<file path="src/rtl/matrix_result_streamer.sv">
`default_nettype none
// ============================================================================
// Module      : matrix_result_streamer
// Description : Snapshots the flat N x N product matrix on start and streams
//               its elements out in row-major order over valid/ready.
// Revision    : 1.0 - initial release
// ============================================================================
module matrix_result_streamer #(
    parameter int N     = 4,
    parameter int W     = 32,
    parameter int IDX_W = 2
) (
    input  logic               clk,
    input  logic               rst,
    input  logic [0:N*N*W-1]   mat_in,
    input  logic               start,
    output logic               busy,
    output logic               m_valid,
    input  logic               m_ready,
    output logic [W-1:0]       m_data,
    output logic [IDX_W-1:0]   m_row,
    output logic [IDX_W-1:0]   m_col,
    output logic               m_last,
    output logic               done
);

    localparam logic [0:0]       c_IDLE     = 1'b0;
    localparam logic [0:0]       c_STREAM   = 1'b1;
    localparam logic [IDX_W-1:0] c_LAST_IDX = IDX_W'(N - 1);

    logic [0:0]         r_state;
    logic [0:N*N*W-1]   r_buf;
    logic [IDX_W-1:0]   r_row;
    logic [IDX_W-1:0]   r_col;
    logic [W-1:0]       r_data;
    logic               r_last;
    logic               r_done;

    logic [0:0]         w_state_nxt;
    logic [IDX_W-1:0]   w_row_nxt;
    logic [IDX_W-1:0]   w_col_nxt;
    logic [W-1:0]       w_data_nxt;
    logic               w_last_nxt;
    logic               w_done_nxt;
    logic               w_capture;

    // Element (0,0) sits at the low-index end; the first bit of a slice is its MSB.
    function automatic logic [W-1:0] elem(input logic [0:N*N*W-1] bus,
                                          input logic [IDX_W-1:0] row,
                                          input logic [IDX_W-1:0] col);
        int base;
        base = W * (N * int'(row) + int'(col));
        return bus[base +: W];
    endfunction

    always_comb begin
        w_state_nxt = r_state;
        w_row_nxt   = r_row;
        w_col_nxt   = r_col;
        w_data_nxt  = r_data;
        w_last_nxt  = r_last;
        w_done_nxt  = 1'b0;
        w_capture   = 1'b0;
        case (r_state)
            c_IDLE: begin
                if (start) begin
                    w_capture   = 1'b1;
                    w_state_nxt = c_STREAM;
                    w_row_nxt   = '0;
                    w_col_nxt   = '0;
                    w_data_nxt  = elem(mat_in, '0, '0);
                    w_last_nxt  = (N == 1);
                end
            end
            c_STREAM: begin
                if (m_ready) begin
                    if (r_last) begin
                        w_state_nxt = c_IDLE;
                        w_row_nxt   = '0;
                        w_col_nxt   = '0;
                        w_data_nxt  = '0;
                        w_last_nxt  = 1'b0;
                        w_done_nxt  = 1'b1;
                    end else begin
                        if (r_col == c_LAST_IDX) begin
                            w_col_nxt = '0;
                            w_row_nxt = r_row + IDX_W'(1);
                        end else begin
                            w_col_nxt = r_col + IDX_W'(1);
                        end
                        // Next beat is read from the snapshot, never from the live bus.
                        w_data_nxt = elem(r_buf, w_row_nxt, w_col_nxt);
                        w_last_nxt = (w_row_nxt == c_LAST_IDX) && (w_col_nxt == c_LAST_IDX);
                    end
                end
            end
            default: w_state_nxt = c_IDLE;
        endcase
    end

    always_ff @(posedge clk or posedge rst) begin
        if (rst) begin
            r_state <= c_IDLE;
            r_buf   <= '0;
            r_row   <= '0;
            r_col   <= '0;
            r_data  <= '0;
            r_last  <= 1'b0;
            r_done  <= 1'b0;
        end else begin
            r_state <= w_state_nxt;
            r_row   <= w_row_nxt;
            r_col   <= w_col_nxt;
            r_data  <= w_data_nxt;
            r_last  <= w_last_nxt;
            r_done  <= w_done_nxt;
            if (w_capture) begin
                r_buf <= mat_in;
            end
        end
    end

    assign busy    = (r_state == c_STREAM);
    assign m_valid = (r_state == c_STREAM);
    assign m_data  = r_data;
    assign m_row   = r_row;
    assign m_col   = r_col;
    assign m_last  = r_last;
    assign done    = r_done;

endmodule
`default_nettype wire

</file>
<file path="config.mk">
export PLATFORM = sky130hd
export DESIGN_NAME = matrix_result_streamer
export DESIGN_NICKNAME = d
export VERILOG_FILES = /design/src/rtl/matrix_result_streamer.sv
export SDC_FILE = /design/constraint.sdc
export NUM_CORES = 2
export LEC_CHECK = 0
export ABC_AREA = 1
export CAP_MARGIN = 30
export CORE_UTILIZATION = 48
export CTS_BUF_LIST = sky130_fd_sc_hd__clkbuf_8
export CTS_CLUSTER_DIAMETER = 50
export DETAILED_ROUTE_END_ITERATION = 7
export PLACE_DENSITY = 0.87
export SLEW_MARGIN = 25
export SYNTH_ARGS = -nofsm -noshare
export SYNTH_HDL_FRONTEND = slang
export SYNTH_SLANG_ARGS = --single-unit
</file>
<file path="constraint.sdc">
create_clock -name clk -period 16.2 [get_ports clk]
set_input_delay 1.62 -clock clk [delete_from_list [all_inputs] [get_ports clk]]
set_output_delay 1.62 -clock clk [all_outputs]
set_load 0.05 [all_outputs]
</file>
# Word-level counts from Yosys, hierarchy flattened
# Cells that the tools add are included.
# classes
n_addsub,3
eq_ne,5
shifts,1
muxes,31
bitwise_logic,2
n_reduce_logical,2
# op_table
operator,n
$shiftx 512x32->513,1
$mux 32,3
$pmux 32 s2,1
$not 10->32,1
$mux 2,13
$mux 1,10
$pmux 2 s2,2
$eq 2x2->1 const B,3
$add 4x2->5,1
$add 2x1->2 const B,2
$ne 2x2->1 const B,2
$pmux 1 s2,2
$reduce_and 2->1,1
$logic_and 1x1->1,1
$not 1->1,1
# word_totals
ff_bits,551
out_inout_bits,40
elab_cells,51

# Longest topological paths before layout
# depth
depth_word,11
mapped_depth,15
ltp_nobuf,10

# Worst setup path after synthesis
# OpenSTA, ideal clock, no wires.
# synth_path
path_type,register to output
from,reg r_state (netlist: busy)
to,out m_valid
arrival_ns,0.956
required_time_ns,14.580
setup_slack_ns,13.624
stages_incl_launch_ff,2
n_path_buf,1
cell_sequence,dfrtp_1 buf_4
# synth_rtl
element,line,rtl
start: declaration,31,logic [0:0] r_state;
start signal: assignment,103,r_state <= c_IDLE;
start signal: assignment,111,r_state <= w_state_nxt;
end: declaration,18,"output logic m_valid,"
# No word-level cell between the ends.

# Worst setup path in the final report
# layout_path
from,in start
to,reg r_buf[203] in the netlist's numbering
# layout_between
elab_chain_len,2
# layout_lines
element,line,rtl
start: declaration,16,"input logic start,"
$mux 1,66,if (start) begin
$mux 1,64,case (r_state)
end signal: assignment,118,r_buf <= mat_in;
end: declaration,32,logic [0:N*N*W-1] r_buf;
# Every way passes these cells.
# A chain may end at the register's enable or synchronous reset.

==> results.sh <==
export IMPL_status="finished, final reports clean"
export IMPL_die_h_um=235.2
export IMPL_min_to="r_buf[384]$_DFFE_PP0P_"
export IMPL_setup_ws_ns=11.73
export IMPL_start_kind="primary input"
export IMPL_multi_input_area_um2=10300
export IMPL_synth_xor_area_share_pct=0.1055
export IMPL_synthToLayoutAreaGrowth_pct=29.52
export IMPL_synth_compound_area_share_pct=6.314
export IMPL_grt_pass1_wl_mm=138.0
export IMPL_critPathArrivalTime_ns=4.98
export IMPL_vias_per_cell=5.388
export IMPL_synthMuxAreaShare_pct=0
export IMPL_place_congestion=0.9237
export IMPL_timing_rr_end="m_data[26]$_DFFE_PP0P_"
export IMPL_start_util_pct=48.50
export IMPL_min_delay_start="r_buf[384]$_DFFE_PP0P_"
export IMPL_fin_nets=4471
export IMPL_power_internal_mw=3.876
export IMPL_synth_simple_area_share_pct=32.81
export IMPL_p_sw_share_pct=44.64
export IMPL_rrSetupSlack_ns=12.09
export IMPL_nFillCells=4439
export IMPL_synthCells=3504
export IMPL_synth_common_cells="nand2_1 (1590), dfrtp_1 (551), nand3_1 (399)"
export IMPL_startpoint="start"
export IMPL_cp_max_fo=281
export IMPL_final_period_utilization_pct=27.60
export IMPL_wl_per_cell_um=19.03
export IMPL_tns_ns=0
export IMPL_clockBufferDepth=3
export IMPL_syn_area_um2=26100
export IMPL_io_pins=556
export IMPL_htree_num_levels=3
export IMPL_final_cells=4732
export IMPL_hold_depth=2
export IMPL_die_w_um=235.2
export IMPL_row_count=85
export IMPL_finalSetupViolations=0
export IMPL_cts_root_buf="clkbuf_8"
export IMPL_clk_pin_slew_ns=0.06
export IMPL_ff2ff_path_depth=11
export IMPL_yosysMostFrequentCell="nand2_1"
export IMPL_numCtsBuffers=93
export IMPL_drive_gt1_share_pct=4.623
export IMPL_post_dp_hpwl_mm=60.83
export IMPL_wirelength_mm=90.04
export IMPL_slew_headroom_pct=26.84
export IMPL_dp_worst_setup_slack_ns=10.91
export IMPL_p_per_area_nw_per_um2=207.1
export IMPL_dr_pass1_iters=6
export IMPL_place_inst=4552
export IMPL_rr_startpoint="m_col[0]$_DFFE_PP0P_"
export IMPL_p_clk_share_pct=18.7
export IMPL_critical_path_class="primary input to flip-flop"
export IMPL_syn_nets=4022
export IMPL_numClockSinks=551
export IMPL_synthAdderAreaFrac_pct=0.09588
export IMPL_path_cells="clkdlybuf4s50_1 -> nand2_4 -> inv_8 -> buf_12 -> buf_6 -> o21ai_0"
export IMPL_drc=0
export IMPL_max_freq_ghz=0.2237
export IMPL_rsz0062_at_grt="false"
export IMPL_post_cts_buffers=0
export IMPL_total_leakage_power_nw=16.56
export IMPL_cts_resized=0
export IMPL_hold_violations=0
export IMPL_path_buf_inv=4
export IMPL_cp_slowest_cell="buf_6"
export IMPL_comb_power_share_pct=46.7
export IMPL_core_area_um2=53810
export IMPL_ys_ff_latch=551
export IMPL_required_ns=16.71
export IMPL_seq_area_um2=13790
export IMPL_antenna_found_initial=17
export IMPL_drt_iter0_drc=3330
export IMPL_tightest_slew_ns=1.097
export IMPL_grt_overflow_total=0
export IMPL_drv_cap=0
export IMPL_async_reset_ff_share_pct=100.0
export IMPL_seqPwrFrac_pct=34.7
export IMPL_cp_top_family="buffers and inverters"
export IMPL_finClkSkew_ns=0.02900
export IMPL_synth_area_leaders="dfrtp_1 (53%), nand2_1 (23%), nand3_1 (7.7%)"
export IMPL_finalMaxSlewViolations=0
export IMPL_synth_cell_types=22
export IMPL_cp_end_kind="flip-flop"
export IMPL_vias=25500
export IMPL_p_switching_mw=3.125
export IMPL_portBuffers=555
export IMPL_die_area_um2=55310
export IMPL_grt_pass1_vias=24590
export IMPL_synth_flop_cell="dfrtp_1"
export IMPL_antenna_left=0
export IMPL_synth_top_area_share_pct=52.83
export IMPL_cts_hold_buf=0
export IMPL_avgSynthCellArea_um2=7.448
export IMPL_fin_crit_ns=4.471
export IMPL_hold_class="flip-flop to flip-flop"
export IMPL_synth_seq_area_share_pct=52.83
export IMPL_yosysTopAreaCell="dfrtp_1"
export IMPL_cts_tree="done"
export IMPL_vdd_drop_max_mv=0.2079
export IMPL_clk_latency_ns=0.68
export IMPL_grt_usage_pct=32.30
export IMPL_grt_max_degree=282
export IMPL_synth_top_family_by_area="simple AND/OR/NAND/NOR gates"
export IMPL_crit_path_max_incr_delay_ns=0.69
export IMPL_ys_warn_count=0
export IMPL_synth_edff_count=0
-- cells by family after synthesis --
family                   Yosys count
adder cells (fa/ha/maj)            2
buffers and inverters            479
flip-flops                       551
AO/OA/AOI/OAI                    327
AND/OR/NAND/NOR                 2144
XOR/XNOR                           1
-- power groups by stage --
stage	Sequential [mW]	Combinational (mW)	Clock (mW)
after floorplan	2.49	2.08	0
after global placement	2.40	3.12	0
after detailed placement	2.43	3.20	0
after CTS	2.41	3.22	1.32
after global routing	2.49	3.61	1.37
final	2.43	3.27	1.31
-- final cells by class --
type	count	share of cell area, %
inverters	250	2.832
multi-input cells	2474	30.48
repair buffers	583	17.40
clock buffers	127	5.171
well taps	696	2.576
flip-flops and latches	551	40.80
clock inverters	38	0.6404
diodes	13	0.09624
-- worst reg2reg max path, delay by kind of cell (launching register included) --
family,cells,cell delay (ns)
compound gates,2,0.34
fa+ha+maj,1,0.46
buf+inv,3,1.54
flops,1,0.82
simple gates,5,0.82
-- registers in the layout, summed over array words and instances, names as in the netlist --
signal / flops
busy: 1
m_col: 2
r_buf: 512
m_last: 1
done: 1
m_row: 2
m_data: 32
-- through the flow --
stage | power [mW] | hold WS, ns | cell area (um2) | util (%)
CTS | 6.953 | 0.4774 | 33710 | 62.64
global route | 7.474 | 0.4902 | 33790 | 62.79
floorplan | 4.575 | 0.4436 | 26100 | -
finish | 7.001 | 0.4751 | 33800 | 62.81
detailed placement | 5.626 | 0.4607 | 31750 | 58.99
global placement | 5.517 | 0.4563 | 31690 | 58.89
-- routing by layer --
layer  vias to the layer above  global-route usage [%]  routed length [um]
met3                       282                   7.012                8623
met5                         -                       0                  57
met4                         8                   19.78                5527
met1                     11920                   41.47               34490
met2                      1511                   50.17               41340
li1                      11780                       -                   -
-- how the worst max path moves through the flow --
stage / cells after the start / to / slack [ns]
global route: 6 / r_buf[118]$_DFFE_PP0P_ / 11.51
finish: 6 / r_buf[203]$_DFFE_PP0P_ / 11.73
CTS: 6 / r_buf[203]$_DFFE_PP0P_ / 11.65
detailed placement: 6 / r_buf[203]$_DFFE_PP0P_ / 10.91
global placement: 6 / r_buf[166]$_DFFE_PP0P_ / 10.50
floorplan: 1 / busy$_DFF_PP0_ / 7.08
-- cell usage in the layout, fill, tap and decap left out, drive strengths merged --
master,netlist,layout
clkinvlp,0,2
dfrtp,551,551
inv,249,277
nand3,399,399
diode,0,13
buf,140,28
xor2,1,1
clkinv,1,7
o21ai,288,288
ha,2,2
bufinv,0,2
nor2,153,153
clkbuf,89,127
clkdlybuf4s50,0,555
nand2,1592,1592
a21oi,36,36
o22ai,3,3
Power figures use the tool's default switching activity.
